File: config.mk
export PLATFORM = sky130hd
export DESIGN_NAME = knn_ctrl_flat
export DESIGN_NICKNAME = d
export VERILOG_FILES = /design/src/rtl/knn_ctrl_if.sv /design/src/rtl/knn_ctrl.sv /design/src/flat_wrapper.sv
export SDC_FILE = /design/constraint.sdc
export NUM_CORES = 2
export LEC_CHECK = 0
export BUFFER_PORTS_ARGS = -buffer_cell sky130_fd_sc_hd__buf_2
export CORE_MARGIN = 3
export CORE_UTILIZATION = 61
export DETAILED_ROUTE_END_ITERATION = 10
export GPL_TIMING_DRIVEN = 0
export PLACE_DENSITY = 0.8
export SKIP_CTS_REPAIR_TIMING = 1
export SLEW_MARGIN = 10
export SYNTH_ARGS = -nofsm -noshare
export SYNTH_HDL_FRONTEND = slang
export SYNTH_SLANG_ARGS = --single-unit
File: constraint.sdc
create_clock -name clk -period 22.5 [get_ports clk]
set_input_delay 2.25 -clock clk [delete_from_list [all_inputs] [get_ports clk]]
set_output_delay 2.25 -clock clk [all_outputs]
set_load 0.005 [all_outputs]
File: src/rtl/knn_ctrl_if.sv
// -----------------------------------------------------------------------------
// knn_ctrl_if
// Bundles the signals between a k-nearest-neighbour controller and the logic
// that drives it: run control, the query point, the training-point stream
// handshake and the sorted result list.
//
// Signals (direction given from the controller's side, modport "slave"):
//   start            in   begin a classification run (honoured only when idle)
//   test_x, test_y   in   query point, captured on start
//   n_points         in   number of training points in the run
//   pt_valid         in   training point presented
//   pt_ready         out  controller accepts a point this cycle
//   pt_x, pt_y       in   training point coordinates
//   pt_label         in   training point class
//   busy             out  run in progress
//   done             out  one-cycle pulse at end of run
//   nn_dist          out  K packed distances, entry 0 (nearest) in the LSBs
//   nn_label         out  K packed labels aligned with nn_dist
//   nn_count         out  number of valid entries
//   class_label      out  majority class (only when KNN_VOTE_EN is defined)
//
// Optional feature macro: KNN_VOTE_EN adds class_label.
// -----------------------------------------------------------------------------
interface knn_ctrl_if #(
   parameter int K  = 4,
   parameter int DW = 16,
   parameter int LW = 8,
   parameter int NW = 16
);
   localparam int CW = $clog2(K + 1);

   logic                    start;
   logic [DW-1:0]           test_x;
   logic [DW-1:0]           test_y;
   logic [NW-1:0]           n_points;
   logic                    pt_valid;
   logic                    pt_ready;
   logic [DW-1:0]           pt_x;
   logic [DW-1:0]           pt_y;
   logic [LW-1:0]           pt_label;
   logic                    busy;
   logic                    done;
   logic [K*(2*DW+1)-1:0]   nn_dist;
   logic [K*LW-1:0]         nn_label;
   logic [CW-1:0]           nn_count;
`ifdef KNN_VOTE_EN
   logic [LW-1:0]           class_label;

   modport master (
      output start, test_x, test_y, n_points, pt_valid, pt_x, pt_y, pt_label,
      input  pt_ready, busy, done, nn_dist, nn_label, nn_count, class_label
   );

   modport slave (
      input  start, test_x, test_y, n_points, pt_valid, pt_x, pt_y, pt_label,
      output pt_ready, busy, done, nn_dist, nn_label, nn_count, class_label
   );
`else
   modport master (
      output start, test_x, test_y, n_points, pt_valid, pt_x, pt_y, pt_label,
      input  pt_ready, busy, done, nn_dist, nn_label, nn_count
   );

   modport slave (
      input  start, test_x, test_y, n_points, pt_valid, pt_x, pt_y, pt_label,
      output pt_ready, busy, done, nn_dist, nn_label, nn_count
   );
`endif
endinterface

File: src/rtl/knn_ctrl.sv
// -----------------------------------------------------------------------------
// knn_ctrl
// Streams training points past a captured query point, computes the exact
// squared Euclidean distance of each, and keeps a sorted list of the K nearest
// (distance + label). A three-stage pipeline (difference, distance, insert)
// accepts one point per cycle.
//
// Ports:
//   clk   rising-edge clock
//   rst   asynchronous active-low reset
//   bus   knn_ctrl_if.slave: start/query/n_points, point stream handshake,
//         busy/done status and the result list (see knn_ctrl_if.sv)
//
// Optional feature macro: KNN_VOTE_EN adds a VOTE state that registers the
// majority label of the valid entries into class_label before done, adding
// one cycle of done latency.
// -----------------------------------------------------------------------------
module knn_ctrl #(
   parameter int K  = 4,
   parameter int DW = 16,
   parameter int LW = 8,
   parameter int NW = 16
) (
   input logic          clk,
   input logic          rst,
   knn_ctrl_if.slave    bus
);
   localparam int DDW = 2*DW + 1;
   localparam int CW  = $clog2(K + 1);

`ifdef KNN_VOTE_EN
   typedef enum logic [1:0] {S_IDLE, S_STREAM, S_DRAIN, S_VOTE} state_t;
`else
   typedef enum logic [1:0] {S_IDLE, S_STREAM, S_DRAIN} state_t;
`endif

   state_t                r_state;
   logic [DW-1:0]         r_test_x;
   logic [DW-1:0]         r_test_y;
   logic [NW-1:0]         r_n_points;
   logic [NW-1:0]         r_acc_cnt;
   logic                  r_pt_ready;
   logic                  r_busy;
   logic                  r_done;
   logic                  r_drain_arm;

   // pipeline stage 1: differences, stage 2: distance
   logic                  r_s1_valid;
   logic signed [DW:0]    r_dx;
   logic signed [DW:0]    r_dy;
   logic [LW-1:0]         r_s1_label;
   logic                  r_s2_valid;
   logic [DDW-1:0]        r_s2_dist;
   logic [LW-1:0]         r_s2_label;

   // sorted result list, entry 0 nearest
   logic [DDW-1:0]        r_dist  [K];
   logic [LW-1:0]         r_label [K];
   logic [CW-1:0]         r_count;

   logic                  w_accept;
   logic                  w_last_accept;
   logic                  w_run_start;
   logic signed [DDW-1:0] w_dx_ext;
   logic signed [DDW-1:0] w_dy_ext;
   logic [DDW-1:0]        w_sq_x;
   logic [DDW-1:0]        w_sq_y;
   logic [DDW-1:0]        w_dist;
   logic [K-1:0]          w_gt;
   logic [DDW-1:0]        w_new_dist  [K];
   logic [LW-1:0]         w_new_label [K];
   logic [K*DDW-1:0]      w_nn_dist;
   logic [K*LW-1:0]       w_nn_label;

   assign w_accept      = r_pt_ready & bus.pt_valid;
   assign w_last_accept = w_accept && ((r_acc_cnt + NW'(1)) == r_n_points);
   assign w_run_start   = (r_state == S_IDLE) && bus.start;

   // Sign-extend to the full result width so the square is computed exactly
   // at DDW bits; |diff|^2 < 2^(2*DW) so nothing is lost in the product.
   assign w_dx_ext = {{DW{r_dx[DW]}}, r_dx};
   assign w_dy_ext = {{DW{r_dy[DW]}}, r_dy};
   assign w_sq_x   = w_dx_ext * w_dx_ext;
   assign w_sq_y   = w_dy_ext * w_dy_ext;
   assign w_dist   = w_sq_x + w_sq_y;

   // Insertion network. The list is sorted, so w_gt is a thermometer code: the
   // new entry lands at the first strictly greater slot (ties stay behind the
   // older entry) and everything after it moves one place toward K-1. Empty
   // slots hold all-ones, which exceeds any reachable distance.
   genvar gi;
   for (gi = 0; gi < K; gi++) begin : g_ins
      assign w_gt[gi] = r_dist[gi] > r_s2_dist;
      if (gi == 0) begin : g_head
         assign w_new_dist[gi]  = w_gt[gi] ? r_s2_dist  : r_dist[gi];
         assign w_new_label[gi] = w_gt[gi] ? r_s2_label : r_label[gi];
      end else begin : g_body
         assign w_new_dist[gi]  = !w_gt[gi]    ? r_dist[gi]    :
                                  w_gt[gi-1]   ? r_dist[gi-1]  : r_s2_dist;
         assign w_new_label[gi] = !w_gt[gi]    ? r_label[gi]   :
                                  w_gt[gi-1]   ? r_label[gi-1] : r_s2_label;
      end
      assign w_nn_dist[gi*DDW +: DDW] = r_dist[gi];
      assign w_nn_label[gi*LW +: LW]  = r_label[gi];
   end

`ifdef KNN_VOTE_EN
   logic [LW-1:0] r_class_label;
   logic [CW-1:0] w_votes [K];
   logic [CW-1:0] w_best_cnt;
   logic [LW-1:0] w_vote_label;

   for (gi = 0; gi < K; gi++) begin : g_vote
      logic [CW-1:0] w_v;
      always_comb begin
         w_v = '0;
         for (int j = 0; j < K; j++) begin
            if ((CW'(j) < r_count) && (r_label[j] == r_label[gi]))
               w_v = w_v + 1'b1;
         end
      end
      assign w_votes[gi] = w_v;
   end

   // Scanning from entry 0 with a strict compare keeps the first (best-ranked)
   // holder of the top count, which settles ties toward the nearest label.
   always_comb begin
      w_best_cnt   = '0;
      w_vote_label = '0;
      for (int i = 0; i < K; i++) begin
         if ((CW'(i) < r_count) && (w_votes[i] > w_best_cnt)) begin
            w_best_cnt   = w_votes[i];
            w_vote_label = r_label[i];
         end
      end
   end

   assign bus.class_label = r_class_label;
`endif

   // control FSM with registered outputs
   always_ff @(posedge clk or negedge rst) begin
      if (!rst) begin
         r_state     <= S_IDLE;
         r_test_x    <= '0;
         r_test_y    <= '0;
         r_n_points  <= '0;
         r_acc_cnt   <= '0;
         r_pt_ready  <= 1'b0;
         r_busy      <= 1'b0;
         r_done      <= 1'b0;
         r_drain_arm <= 1'b0;
`ifdef KNN_VOTE_EN
         r_class_label <= '0;
`endif
      end else begin
         r_done <= 1'b0;
         case (r_state)
            S_IDLE: begin
               if (bus.start) begin
                  r_test_x    <= bus.test_x;
                  r_test_y    <= bus.test_y;
                  r_n_points  <= bus.n_points;
                  r_acc_cnt   <= '0;
                  r_busy      <= 1'b1;
                  r_drain_arm <= 1'b0;
                  if (bus.n_points == '0) begin
                     r_state <= S_DRAIN;
                  end else begin
                     r_state    <= S_STREAM;
                     r_pt_ready <= 1'b1;
                  end
               end
            end
            S_STREAM: begin
               if (w_accept) begin
                  r_acc_cnt <= r_acc_cnt + NW'(1);
                  if (w_last_accept) begin
                     r_pt_ready  <= 1'b0;
                     r_drain_arm <= 1'b0;
                     r_state     <= S_DRAIN;
                  end
               end
            end
            S_DRAIN: begin
               // Stay at least one full cycle in DRAIN; with points in flight
               // the pipeline already forces that, and an empty run then
               // finishes on the second edge after start.
               r_drain_arm <= 1'b1;
               if (r_drain_arm && !r_s1_valid && !r_s2_valid) begin
`ifdef KNN_VOTE_EN
                  r_state <= S_VOTE;
`else
                  r_done  <= 1'b1;
                  r_busy  <= 1'b0;
                  r_state <= S_IDLE;
`endif
               end
            end
`ifdef KNN_VOTE_EN
            S_VOTE: begin
               r_class_label <= w_vote_label;
               r_done        <= 1'b1;
               r_busy        <= 1'b0;
               r_state       <= S_IDLE;
            end
`endif
            default: r_state <= S_IDLE;
         endcase
      end
   end

   // distance pipeline and sorted list
   always_ff @(posedge clk or negedge rst) begin
      if (!rst) begin
         r_s1_valid <= 1'b0;
         r_dx       <= '0;
         r_dy       <= '0;
         r_s1_label <= '0;
         r_s2_valid <= 1'b0;
         r_s2_dist  <= '0;
         r_s2_label <= '0;
         r_count    <= '0;
         for (int i = 0; i < K; i++) begin
            r_dist[i]  <= '1;
            r_label[i] <= '0;
         end
      end else begin
         r_s1_valid <= w_accept;
         if (w_accept) begin
            r_dx       <= $signed({1'b0, bus.pt_x}) - $signed({1'b0, r_test_x});
            r_dy       <= $signed({1'b0, bus.pt_y}) - $signed({1'b0, r_test_y});
            r_s1_label <= bus.pt_label;
         end
         r_s2_valid <= r_s1_valid;
         if (r_s1_valid) begin
            r_s2_dist  <= w_dist;
            r_s2_label <= r_s1_label;
         end
         if (w_run_start) begin
            r_count <= '0;
            for (int i = 0; i < K; i++) begin
               r_dist[i]  <= '1;
               r_label[i] <= '0;
            end
         end else if (r_s2_valid) begin
            for (int i = 0; i < K; i++) begin
               r_dist[i]  <= w_new_dist[i];
               r_label[i] <= w_new_label[i];
            end
            if (w_gt[K-1] && (r_count != CW'(K)))
               r_count <= r_count + 1'b1;
         end
      end
   end

   assign bus.pt_ready = r_pt_ready;
   assign bus.busy     = r_busy;
   assign bus.done     = r_done;
   assign bus.nn_dist  = w_nn_dist;
   assign bus.nn_label = w_nn_label;
   assign bus.nn_count = r_count;
endmodule

File: src/flat_wrapper.sv
// flat-port wrapper written by rule: the top's interface ports become plain ports
module knn_ctrl_flat 
#(
   parameter int K  = 4,
   parameter int DW = 16,
   parameter int LW = 8,
   parameter int NW = 16
)
  (clk, rst, bus_start, bus_test_x, bus_test_y, bus_n_points, bus_pt_valid, bus_pt_x, bus_pt_y, bus_pt_label, bus_pt_ready, bus_busy, bus_done, bus_nn_dist, bus_nn_label, bus_nn_count);
  knn_ctrl_if #(.K(K), .DW(DW), .LW(LW), .NW(NW)) bus_i ();
  input logic clk;
  input logic rst;
  input wire logic [$bits(bus_i.start)-1:0] bus_start;
  input wire logic [$bits(bus_i.test_x)-1:0] bus_test_x;
  input wire logic [$bits(bus_i.test_y)-1:0] bus_test_y;
  input wire logic [$bits(bus_i.n_points)-1:0] bus_n_points;
  input wire logic [$bits(bus_i.pt_valid)-1:0] bus_pt_valid;
  input wire logic [$bits(bus_i.pt_x)-1:0] bus_pt_x;
  input wire logic [$bits(bus_i.pt_y)-1:0] bus_pt_y;
  input wire logic [$bits(bus_i.pt_label)-1:0] bus_pt_label;
  output wire logic [$bits(bus_i.pt_ready)-1:0] bus_pt_ready;
  output wire logic [$bits(bus_i.busy)-1:0] bus_busy;
  output wire logic [$bits(bus_i.done)-1:0] bus_done;
  output wire logic [$bits(bus_i.nn_dist)-1:0] bus_nn_dist;
  output wire logic [$bits(bus_i.nn_label)-1:0] bus_nn_label;
  output wire logic [$bits(bus_i.nn_count)-1:0] bus_nn_count;
  assign bus_i.start = bus_start;
  assign bus_i.test_x = bus_test_x;
  assign bus_i.test_y = bus_test_y;
  assign bus_i.n_points = bus_n_points;
  assign bus_i.pt_valid = bus_pt_valid;
  assign bus_i.pt_x = bus_pt_x;
  assign bus_i.pt_y = bus_pt_y;
  assign bus_i.pt_label = bus_pt_label;
  assign bus_pt_ready = bus_i.pt_ready;
  assign bus_busy = bus_i.busy;
  assign bus_done = bus_i.done;
  assign bus_nn_dist = bus_i.nn_dist;
  assign bus_nn_label = bus_i.nn_label;
  assign bus_nn_count = bus_i.nn_count;
  knn_ctrl #(.K(K), .DW(DW), .LW(LW), .NW(NW)) u_core (.clk(clk), .rst(rst), .bus(bus_i));
endmodule
== After elaboration in Yosys (flattened, before gate mapping) ==
Index checks and enable logic that the tools add are counted.
Word-level totals
  register bits after elaboration: 322
  input bits: 92
  output and inout port bits: 170
  logic and storage cells: 117
Cells by class
  $add $sub $neg: 5
  multiply operators: 2
  order comparisons: 4
  eq/ne operators: 9
  muxes and demuxes: 42
  bitwise gates (word level): 1
  reductions and logical operators: 29
Operator list (number)
  two-way mux 132 bit: 2
  two-way mux 33 bit: 7
  greater-than comparator 33 bit: 4
  multiplier 17 x 17 -> 33 bit: 2
  two-way mux 32 bit: 2
  two-way mux 8 bit: 7
  subtractor 16 x 16 -> 17 bit: 2
  adder 33 bit: 1
  two-way mux 16 bit: 2
  case mux 16 bit (2 select lines): 1
  adder 16 x 1 -> 16 bit (second input constant): 1
  == test 16 bit: 1
  logical NOT 16 bit: 1
  nonzero test 2 bit: 8
  AND reduction 2 bit: 6
  two-way mux 2 bit: 5
  two-way mux 1 bit: 9
  two-way mux 3 bit: 3
  AND reduction 4 bit: 2
  != test 2 x 1 -> 1 bit (second input constant): 3
  case mux 2 bit (3 select lines): 1
  AND reduction 3 bit: 2
  logical AND 1 bit: 5
  AND reduction 5 bit: 1
  11 further kinds: 14

== Depth between registers and ports, before layout ==
  depth in word-level cells: 6
  mapped depth: 31
  mapped depth without buffers: 28

== Least setup slack after synthesis ==
No wires, ideal clock.
  path type: flip-flop to flip-flop
  start: reg u_core.r_dy[16]
  end: reg u_core.r_s2_dist[32]
  library setup time: 0.140 ns
  arrival: 7.394 ns
  data required time: 22.360 ns
  setup slack: 14.966 ns
  stages on the path, launching flop included: 25
  path buffers: 2
  period minus slack after synthesis: 7.534 ns
  cells stage by stage: dfrtp_1 > clkbuf_1 > buf_1 > nand2_1 > fa_1 > inv_1 > fa_1 > fa_1 > inv_1 > fa_1 > fa_1 > fa_1 > fa_1 > fa_1 > inv_1 > ha_1 > a21oi_1 > nand2_1 > a21o_1 > a211o_1 > a22o_1 > a2111oi_0 > o21bai_1 > xnor2_1 > mux2i_1
On the way
  cells in the longest elaborated chain, start to end: 2
RTL lines
  start: declaration: line knn_ctrl.sv:50  | logic signed [DW:0] r_dy;
  start signal: assignment: line knn_ctrl.sv:232  | r_dy <= $signed({1'b0, bus.pt_y}) - $signed({1'b0, r_test_y});
  multiplier 17 x 17 -> 33 bit: line knn_ctrl.sv:84  | assign w_sq_y = w_dy_ext * w_dy_ext;
  adder 33 bit: line knn_ctrl.sv:85  | assign w_dist = w_sq_x + w_sq_y;
  end signal: assignment: line knn_ctrl.sv:237  | r_s2_dist <= w_dist;
  end: declaration: line knn_ctrl.sv:53  | logic [DDW-1:0] r_s2_dist;
Every way passes these cells.
A chain may end at the register's enable or synchronous reset.

== Worst setup path after layout ==
  start: reg u_core.r_dy[0]
  end: reg u_core.r_s2_dist[32]
Same word-level chain as after synthesis.

==> impl_metrics.py <==
metrics = {
    "outcome": {
        "status": "complete, no violations",
    },
    "clock_tree": {
        "cts_max_level": 2,
        "clockRootBuffer": "clkbuf_16",
        "cts_tree": "yes",
        "clkTransAtPathRegs_ns": 0.07,
        "clk_latency_ns": 0.59,
        "clockBufferDepth": 3,
        "clock_sink_count": 322,
        "cts_buffers": 37,
    },
    "routing": {
        "drt-wirelength-per-cell_microns": 22.05,
        "route.met3.wl_microns": 11170,
        "vias": 30270,
        "drt_iter0_drc": 2663,
        "drt-met1-wl_microns": 43470,
        "routed_via_density": 5.966,
        "highest_layer": "met5",
        "first_pass_iters": 7,
        "postRouteAntennaNets": 0,
        "met2_length_microns": 51340,
        "wirelength_microns": 111900,
        "drc_errors": 0,
    },
    "timing": {
        "min_period_ns": 9.305,
        "fin_skew_ns": 0.03851,
        "hold_viol": 0,
        "slew_violations": 0,
        "setup_tns_ns": 0,
        "finalSetupViolCount": 0,
        "worstMarginPinSlew_ns": 0.9581,
        "relSlewSlack": 0.3613,
        "rsz0062_at_grt": "no",
        "max_freq_ghz": 0.1075,
        "fin_crit_sh": 0.4136,
    },
    "synthesis": {
        "yosys.area_share.simple": 0.1182,
        "synth_top_family_by_area": "adder cells",
        "synth_xor_area_frac": 0.02579,
        "synth_area_sq_um": 38040,
        "synth_seq_cells": 322,
        "syn_inst": 3912,
        "ys_top_cells_by_area": "fa_1 31%, dfrtp_1 13%, ha_1 10%",
        "synth-adder-area-share": 0.4120,
        "synth.area.mux_share": 0.03875,
        "ys_seq_area_frac": 0.2162,
        "synth_edf_count": 0,
        "synth_area_leader_cell": "fa_1",
        "syn_nets": 4903,
        "synth_top_area_share": 0.3100,
        "synth_cell_types": 75,
        "synth_compound_area_frac": 0.09039,
        "syn_area_per_cell_sq_um": 9.723,
        "yosys_warnings": 0,
        "ys.flop_type": "dfrtp_1",
        "async_flop_share": 1.000,
    },
    "global_routing": {
        "grt_max_degree": 112,
        "grt_overflow_total": 0,
        "grt_pass1_wl_microns": 176600,
        "grt_pass1_vias": 31500,
        "antenna_found_initial": 3,
        "grt.total_usage": 0.3476,
    },
    "floorplanning": {
        "die-area_sq_um": 65390,
        "start_util": 0.6232,
        "die_x_microns": 255.7,
        "die_y_microns": 255.7,
        "ioPinCount": 262,
        "row_count": 90,
        "core_sq_um": 61030,
    },
    "cells_and_area": {
        "nets": 5206,
        "multiInputGateArea_sq_um": 26060,
        "syn_to_final_growth_pct": 9.865,
        "seqCellArea_sq_um": 8223,
        "drive_above_1_share": 0.1235,
        "stdcell_count": 5074,
        "final_common_cell": "inv_1",
        "layout_common_cells": "814 x inv_1, 589 x fa_1, 397 x nand2_1",
        "fill_cells": 4790,
    },
    "critical_path": {
        "crit_required_ns": 22.94,
        "critPathMaxStageDelay_ns": 0.76,
        "cp_max_fo": 14,
        "critical_path_class": "flop to flop",
        "worstSetupStartpointType": "flop",
        "cpMaxStageDelayCell": "dfrtp_1",
        "cp.arrival_ns": 9.74,
        "cpMostUsedCell": "fa_1",
        "end_kind": "flop",
    },
    "place": {
        "dp.cells": 5004,
        "port_buffers": 261,
        "hpwl_microns": 91330,
        "place.gp.congestion": 0.9740,
    },
    "min_path": {
        "hp-class": "flop to flop",
    },
    "job": {
        "drv_cap": 0,
    },
}
## cells in the mapped netlist, types with 44 or more instances
library cell / count
nand2_1: 397
ha_1: 310
inv_1: 814
fa_1: 589
nor3_1: 88
and2_1: 105
xnor2_1: 77
o21ai_0: 149
dfstp_2: 132
nor2_1: 128
mux2i_1: 127
dfrtp_1: 190
clkbuf_1: 121
a21o_1: 45
a31oi_1: 44
a21oi_1: 69
## final timing paths
| kind | start | cells after the start | slack, ns | end |
|---|---|---|---|---|
| max | u_core.r_dy[0] | 25 | 13.20 | u_core.r_s2_dist[32] |
| min | u_core.r_s1_valid | 0 | 0.37 | u_core.r_s2_valid |
| max reg2reg | u_core.r_dy[0] | 25 | 13.20 | u_core.r_s2_dist[32] |
| min reg2reg | u_core.r_s1_valid | 0 | 0.37 | u_core.r_s2_valid |
| max in group asynchronous | rst | 2 | 20.09 | u_core.r_s2_dist[16] |
| min in group asynchronous | rst | 1 | 1.51 | u_core.r_s2_label[2] |
## sequential cells by signal (all words and copies together), names as in the netlist
signal,flops
u_core.bus.busy,1
u_core.bus.done,1
u_core.bus.nn_count,3
u_core.bus.nn_dist,132
u_core.bus.nn_label,32
u_core.bus.pt_ready,1
u_core.r_acc_cnt,16
u_core.r_drain_arm,1
u_core.r_dx,17
u_core.r_dy,17
u_core.r_n_points,16
u_core.r_s1_label,8
u_core.r_s1_valid,1
u_core.r_s2_dist,33
u_core.r_s2_label,8
u_core.r_s2_valid,1
u_core.r_state,2
u_core.r_test_x,16
u_core.r_test_y,16
## cells by family after synthesis
logic type	Yosys count
flops	322
simple gates	936
mux	145
buf+inv	984
compound gates	514
xor+xnor	112
fa+ha+maj	899
## worst max-delay path: cells and delay by family (launching register included)
family	cells	cell delay, ns
adders and majority gates	9	4.47
muxes	1	0.12
xor gates and xnor gates	1	0.34
and+or+nand+nor	2	0.58
DFF	1	0.76
buffers and inverters	6	1.58
AOI/OAI and AO/OA	6	1.31
## layout make-up
type | count | share of cell area
antenna | 2 | 0.0001198
buffer | 167 | 0.01644
clock buffer | 52 | 0.02566
clock inverter | 16 | 0.005749
inverter | 817 | 0.07339
multi-input combinational | 2606 | 0.6236
sequential | 322 | 0.1968
tap | 828 | 0.02479
timing repair buffer | 264 | 0.03347
## per-layer routing
layer  GRT usage  vias to the layer above
li1            -                    13110
met1      0.4720                    15240
met2      0.5425                     1577
met3     0.07243                      343
met4      0.1587                        4
met5           0                        -
## per-stage QoR
| step | instance area (sq um) | setup slack [ns] | hold WS, ns | utilization |
|---|---|---|---|---|
| after global placement | 40380 | 12.97 | 0.3548 | 0.6616 |
| final | 41790 | 13.20 | 0.3720 | 0.6847 |
| after detailed placement | 40470 | 13.36 | 0.3576 | 0.6631 |
| after global routing | 41790 | 12.87 | 0.3779 | 0.6846 |
| after floorplan | 38040 | 14.97 | 0.3519 | - |
| after CTS | 41780 | 13.38 | 0.3736 | 0.6846 |
Power is not shown: default switching activity piles up to over one toggle a cycle in this logic, so the estimate is an artifact.
